===== src/rtl/i2c_arbiter.sv =====
// Round-robin arbiter/sequencer sharing one I2C master among NUM_REQ encoder readers.
// Optional mux-channel cache enabled by defining I2C_ARB_CHAN_CACHE_EN.
//
// state      | meaning
// -----------+----------------------------------------------
// S_IDLE     | waiting for any request
// S_ARB      | round-robin pick, latch gnt/last
// S_MUX_WR   | issue mux channel-select write
// S_MUX_WAIT | wait for mux write completion
// S_PTR_WR   | issue encoder angle-register pointer write
// S_PTR_WAIT | wait for pointer write completion
// S_RD       | issue two-byte angle read
// S_RD_WAIT  | wait for read data
// S_RESP     | ack with angle
// S_FAIL     | ack with err, angle 0
module i2c_arbiter #(
  parameter int         NUM_REQ        = 4,
  parameter logic [6:0] MUX_ADDR       = 7'h70,
  parameter logic [6:0] ENC_ADDR       = 7'h36,
  parameter logic [7:0] ANGLE_REG      = 8'h0E,
  parameter int         TIMEOUT_CYCLES = 50000
) (
  input  logic               clock,
  input  logic               reset,
  input  logic [NUM_REQ-1:0] req,
  output logic [NUM_REQ-1:0] ack,
  output logic [11:0]        angle,
  output logic               err,
  output logic               mst_start,
  output logic               mst_rw,
  output logic [6:0]         mst_addr,
  output logic [7:0]         mst_wdata,
  output logic [1:0]         mst_nbytes,
  input  logic               mst_busy,
  input  logic               mst_done,
  input  logic               mst_nack,
  input  logic [15:0]        mst_rdata
);

  localparam int GW = (NUM_REQ > 1) ? $clog2(NUM_REQ) : 1;
  localparam int TW = $clog2(TIMEOUT_CYCLES + 1);
  localparam logic [TW-1:0] TMR_LOAD = TW'(TIMEOUT_CYCLES - 1);

  typedef enum logic [3:0] {
    S_IDLE, S_ARB, S_MUX_WR, S_MUX_WAIT, S_PTR_WR,
    S_PTR_WAIT, S_RD, S_RD_WAIT, S_RESP, S_FAIL
  } state_t;

  state_t        state, state_nxt;
  logic [GW-1:0] gnt, last, win, idx;
  logic          found;
  logic [TW-1:0] tmr;
  logic          tmr_tc;
  logic [11:0]   angle_q;
  logic          cache_hit;
  logic          rdata_unused;

  // Encoder angle is 12 bits; the top nibble of the first byte carries nothing useful.
  assign rdata_unused = &mst_rdata[15:12];
  assign tmr_tc = (tmr == '0);

  always_comb begin
    win   = last;
    found = 1'b0;
    idx   = last;
    for (int i = 0; i < NUM_REQ; i++) begin
      idx = (idx == GW'(NUM_REQ - 1)) ? '0 : idx + 1'b1;
      if (!found && req[idx]) begin
        win   = idx;
        found = 1'b1;
      end
    end
  end

`ifdef I2C_ARB_CHAN_CACHE_EN
  logic          cache_vld;
  logic [GW-1:0] cache_ch;

  assign cache_hit = cache_vld && (cache_ch == win);

  always_ff @(posedge clock) begin
    if (reset) begin
      cache_vld <= 1'b0;
      cache_ch  <= '0;
    end else if (state == S_FAIL) begin
      cache_vld <= 1'b0;
    end else if (state == S_MUX_WAIT && mst_done && !mst_nack) begin
      cache_vld <= 1'b1;
      cache_ch  <= gnt;
    end
  end
`else
  assign cache_hit = 1'b0;
`endif

  always_ff @(posedge clock) begin
    if (reset) begin
      state   <= S_IDLE;
      gnt     <= '0;
      last    <= GW'(NUM_REQ - 1);
      tmr     <= TMR_LOAD;
      angle_q <= '0;
    end else begin
      state <= state_nxt;
      if (state == S_ARB && found) begin
        gnt  <= win;
        last <= win;
      end
      // Reload on every state change so each handshake state gets a full budget.
      if (state_nxt != state)
        tmr <= TMR_LOAD;
      else if (!tmr_tc)
        tmr <= tmr - 1'b1;
      if (state == S_RD_WAIT && mst_done && !mst_nack)
        angle_q <= {mst_rdata[11:8], mst_rdata[7:0]};
    end
  end

  always_comb begin
    state_nxt = state;
    case (state)
      S_IDLE:     if (|req) state_nxt = S_ARB;
      S_ARB:      if (!found)        state_nxt = S_IDLE;
                  else if (cache_hit) state_nxt = S_PTR_WR;
                  else               state_nxt = S_MUX_WR;
      S_MUX_WR:   if (!mst_busy)     state_nxt = S_MUX_WAIT;
                  else if (tmr_tc)   state_nxt = S_FAIL;
      S_MUX_WAIT: if (mst_done)      state_nxt = mst_nack ? S_FAIL : S_PTR_WR;
                  else if (tmr_tc)   state_nxt = S_FAIL;
      S_PTR_WR:   if (!mst_busy)     state_nxt = S_PTR_WAIT;
                  else if (tmr_tc)   state_nxt = S_FAIL;
      S_PTR_WAIT: if (mst_done)      state_nxt = mst_nack ? S_FAIL : S_RD;
                  else if (tmr_tc)   state_nxt = S_FAIL;
      S_RD:       if (!mst_busy)     state_nxt = S_RD_WAIT;
                  else if (tmr_tc)   state_nxt = S_FAIL;
      S_RD_WAIT:  if (mst_done)      state_nxt = mst_nack ? S_FAIL : S_RESP;
                  else if (tmr_tc)   state_nxt = S_FAIL;
      S_RESP:     state_nxt = S_IDLE;
      S_FAIL:     state_nxt = S_IDLE;
      default:    state_nxt = S_IDLE;
    endcase
  end

  always_comb begin
    ack        = '0;
    err        = 1'b0;
    angle      = '0;
    mst_start  = 1'b0;
    mst_rw     = 1'b0;
    mst_addr   = '0;
    mst_wdata  = '0;
    mst_nbytes = '0;
    case (state)
      S_MUX_WR, S_MUX_WAIT: begin
        mst_start  = (state == S_MUX_WR) && !mst_busy;
        mst_addr   = MUX_ADDR;
        mst_wdata  = 8'd1 << gnt;
        mst_nbytes = 2'd1;
      end
      S_PTR_WR, S_PTR_WAIT: begin
        mst_start  = (state == S_PTR_WR) && !mst_busy;
        mst_addr   = ENC_ADDR;
        mst_wdata  = ANGLE_REG;
        mst_nbytes = 2'd1;
      end
      S_RD, S_RD_WAIT: begin
        mst_start  = (state == S_RD) && !mst_busy;
        mst_rw     = 1'b1;
        mst_addr   = ENC_ADDR;
        mst_nbytes = 2'd2;
      end
      S_RESP: begin
        ack   = {{(NUM_REQ-1){1'b0}}, 1'b1} << gnt;
        angle = angle_q;
      end
      S_FAIL: begin
        ack = {{(NUM_REQ-1){1'b0}}, 1'b1} << gnt;
        err = 1'b1;
      end
      default: ;
    endcase
  end

endmodule


===== config.mk =====
export PLATFORM = sky130hd
export DESIGN_NAME = i2c_arbiter
export DESIGN_NICKNAME = d
export VERILOG_FILES = /design/src/rtl/i2c_arbiter.sv
export SDC_FILE = /design/constraint.sdc
export NUM_CORES = 1
export LEC_CHECK = 0
export BUFFER_PORTS_ARGS = -buffer_cell sky130_fd_sc_hd__buf_4
export CORE_MARGIN = 5
export CORE_UTILIZATION = 52
export CTS_CLUSTER_SIZE = 28
export DETAILED_ROUTE_END_ITERATION = 8
export GPL_TIMING_DRIVEN = 0
export PLACE_DENSITY_LB_ADDON = 0.15
export SYNTH_ARGS = -nofsm -noshare
export SYNTH_HDL_FRONTEND = slang
export SYNTH_SLANG_ARGS = --single-unit

===== constraint.sdc =====
create_clock -name clock -period 2.7 [get_ports clock]
set_input_delay 0.405 -clock clock [delete_from_list [all_inputs] [get_ports clock]]
set_output_delay 0.405 -clock clock [all_outputs]
set_load 0.02 [all_outputs]

==> results.yml <==
outcome:
  status: "finished clean"
sta:
  max_slew_margin_pct: 55.17
  layout_min_cycle_time_ns: 2.474
  rsz0062_at_grt: "false"
  finalSetupViolations: 0
  final-max-slew-violation-count: 0
  timing_limited_maximum_frequency_ghz: 0.4041
  worst_pin_slew_ns: 0.6637
  fin_crit_sh_pct: 91.65
  setup-tns-final_ns: 0
  finClkSkew_ns: 0.003329
  finalHoldViolCount: 0
finish:
  drive_gt1_share_pct: 24.01
  area_growth_pct: 24.19
  fin_nets: 381
  antenna-diode-count: 0
  final_core_utilization_pct: 66.26
  final_design_area_no_fill_sq_mm: 0.002865
cts:
  cts.repair_timing.setup_buffer_count: 0
  tritoncts_clock_tree: "done"
  holdBufCountCts: 0
  clock_tree.htree_level_count: 2
  cts.reportedPaths.clkPinSlew_ns: 0.07
  clock_latency_ns: 0.29
  max-clock-path-buffers: 2
  clock_tree.root_cell: "clkbuf_8"
  cts-buffers-inserted: 5
  tritoncts_num_sinks: 36
critical_path:
  worstPathMaxFanout: 10
  crit_path_dat_ns: 2.07
  timing.critical_path.to_type: "output port"
  critPathKind: "flop to output port"
  max_stage_delay_ns: 0.30
  critPathLaunchType: "flop"
  critical_path_required_ns: 2.30
  slowest_cp_cell: "dfxtp_1"
  crit_chain: "buf_2 -> nor2_2 -> nand2_1 -> nor2_1 -> clkbuf_1 -> and2_1 -> buf_4"
logic_synthesis:
  synthesized_instance_count: 293
  yosys_most_used_dff: "dfxtp_1"
  synth_top_area_cell: "dfxtp_1"
  cell_types_with_the_largest_area_share_after_synthesis: "dfxtp_1, nor2_1, mux2i_1"
  post-synth-top-count-cell: "nor2_1"
  synth-seq-cells: 36
  synth-edff-count: 0
  post_synth_num_cell_types: 57
  postSynthAreaPerCell_sq_um: 7.874
  yosys-top-cells-count: "nor2_1, dfxtp_1, nand2_1"
  synth.top_cell.area_share_pct: 31.24
  syn-cell-area_sq_mm: 0.002307
  synth_async_sr_flop_share_pct: 0
  synth_seq_area_share_pct: 31.24
  synth.yosys.warnings: 0
power_and_ir_drop:
  share_comb_of_total_power_pct: 28.9
  p_leak_uw: 0.001180
  power_report.internal_total_uw: 998.5
  clock_power_share_pct: 31.9
  power_per_unit_of_standard_cell_area_mw_per_mm2: 510.7
  p_seq_share_pct: 39.2
  power.share.switching_pct: 31.75
  peakVddDrop_v: 0.0003274
  net-switching-power_uw: 464.6
route:
  detailedRoute.firstIterationViolations: 113
  route.antenna.remaining_nets: 0
  avgRoutedWirePerCell_um: 13.13
  detail_route.first_pass.iterations: 4
  drt-total-wl_mm: 5.332
  num_vias: 2239
  detail_route.vias_per_cell: 5.515
  detail_route.drc_violations: 0
global_route:
  grt_util_overall_pct: 19.18
  antenna_found_initial: 0
  grt_pass1_vias: 2148
  grt_first_pass_wirelength_mm: 9.611
  grt_max_degree: 13
  gr_ovfl_total: 0
placement:
  dpl-instance-area_sq_mm: 0.002751
  port_buffers: 48
  gpl.final_weighted_congestion: 0.8585
  dpl.hpwl_mm: 4.134
job:
  cap_viol_max_count: 0
floorplan:
  overall_die_area_sq_mm: 0.005869
  floorplan.initialDensity_pct: 53.36
  dieHeight_um: 76.61
  fp-row-count: 24
  core_footprint_sq_mm: 0.004324
  die_x_um: 76.61
  pin_count: 61
min_path:
  class_of_the_most_critical_hold_timing_path: "primary input to flop"
metal layers:
layer / up-vias / global-route usage, % / share of wire (%)
met5: - / 0 / 0
met4: 0 / 7.168 / 1.4
met3: 7 / 5.437 / 5.5
met2: 58 / 33.13 / 49
met1: 1032 / 22.29 / 44
li1: 1142 / - / -
path summary, 6_finish.rpt:
| kind | to | startpoint | slack (ns) | depth (start not counted) |
|---|---|---|---|---|
| worst max-delay path | angle[9] | state[2]$_SDFF_PP0_ | 0.23 | 7 |
| worst min-delay path | angle_q[4]$_SDFFE_PP0P_ | mst_rdata[4] | 0.35 | 3 |
| worst max register to register | last[0]$_SDFFE_PP1P_ | last[0]$_SDFFE_PP1P_ | 0.46 | 6 |
| worst min register to register | angle_q[0]$_SDFFE_PP0P_ | angle_q[0]$_SDFFE_PP0P_ | 0.49 | 2 |
stage by stage:
stage	std cells	worst slack [ns]	hold slack (ns)	power, uW
after detailed placement	398	0.3403	0.4741	1002
final	406	0.2256	0.3500	1463
after global routing	406	0.05329	0.3602	1548
after CTS	406	0.03139	0.3483	1472
after global placement	398	0.3838	0.4631	994.2
after floorplan	298	0.7498	0.4515	886.9
cells in the final DEF (no fill, tap or decap), types with 3 or more instances in the layout:
cell type,n
nand2b_1,5
o21ai_0,10
nand2_1,21
nand3_2,3
nor3b_1,6
nor2_1,43
inv_1,9
nand3b_1,3
xor2_1,6
clkbuf_8,5
mux2i_1,14
xnor2_1,4
buf_4,56
dfxtp_1,36
nand4_1,3
nor4_1,6
buf_2,5
conb_1,6
ha_1,3
nor2b_1,5
and3_1,3
o21a_1,3
a21oi_1,15
and2_1,12
clkbuf_1,11
nand3_1,10
nor3_1,7
power by group through the flow:
stage	sequential [uW]	combinational [uW]	clock, uW
detailed placement	584	419	0
global route	577	467	504
floorplan	578	309	0
CTS	572	420	480
global placement	583	411	0
finish	573	423	467
worst max-delay path, delay by kind of cell (launching register included):
family                 cells  cell delay [ns]
flip-flops                 1             0.30
AND/OR/NAND/NOR            4             0.91
buffers and inverters      3             0.58
area by class of cell:
type	count	area [sq um]
timing repair buffer	48	360.3
tap	52	65.06
inverter	9	33.78
buffer	25	137.6
clock inverter	3	42.54
multi-input combinational	228	1436
fill	398	1459
sequential	36	720.7
clock buffer	5	68.82
cells by family after synthesis:
family / after synthesis / share of synthesized area, %
mux: 14 / 6.074
fa+ha+maj: 4 / 2.061
compound gates: 52 / 15.78
buf+inv: 34 / 7.429
xor+xnor: 10 / 3.796
flops: 36 / 31.24
simple gates: 142 / 33.46
other cells: 1 / 0.1625
state kept, by name, summed over array words and instances, names as in the netlist:
| register | cells |
|---|---|
| tmr | 16 |
| angle_q | 12 |
| state | 4 |
| gnt | 2 |
| last | 2 |
what timing repair did:
item,4_1_cts,5_1_grt
resized for setup,0,1
endpoints found under the setup margin,0,10
hold endpoints to repair,0,0
Power figures use the tool's default switching activity.
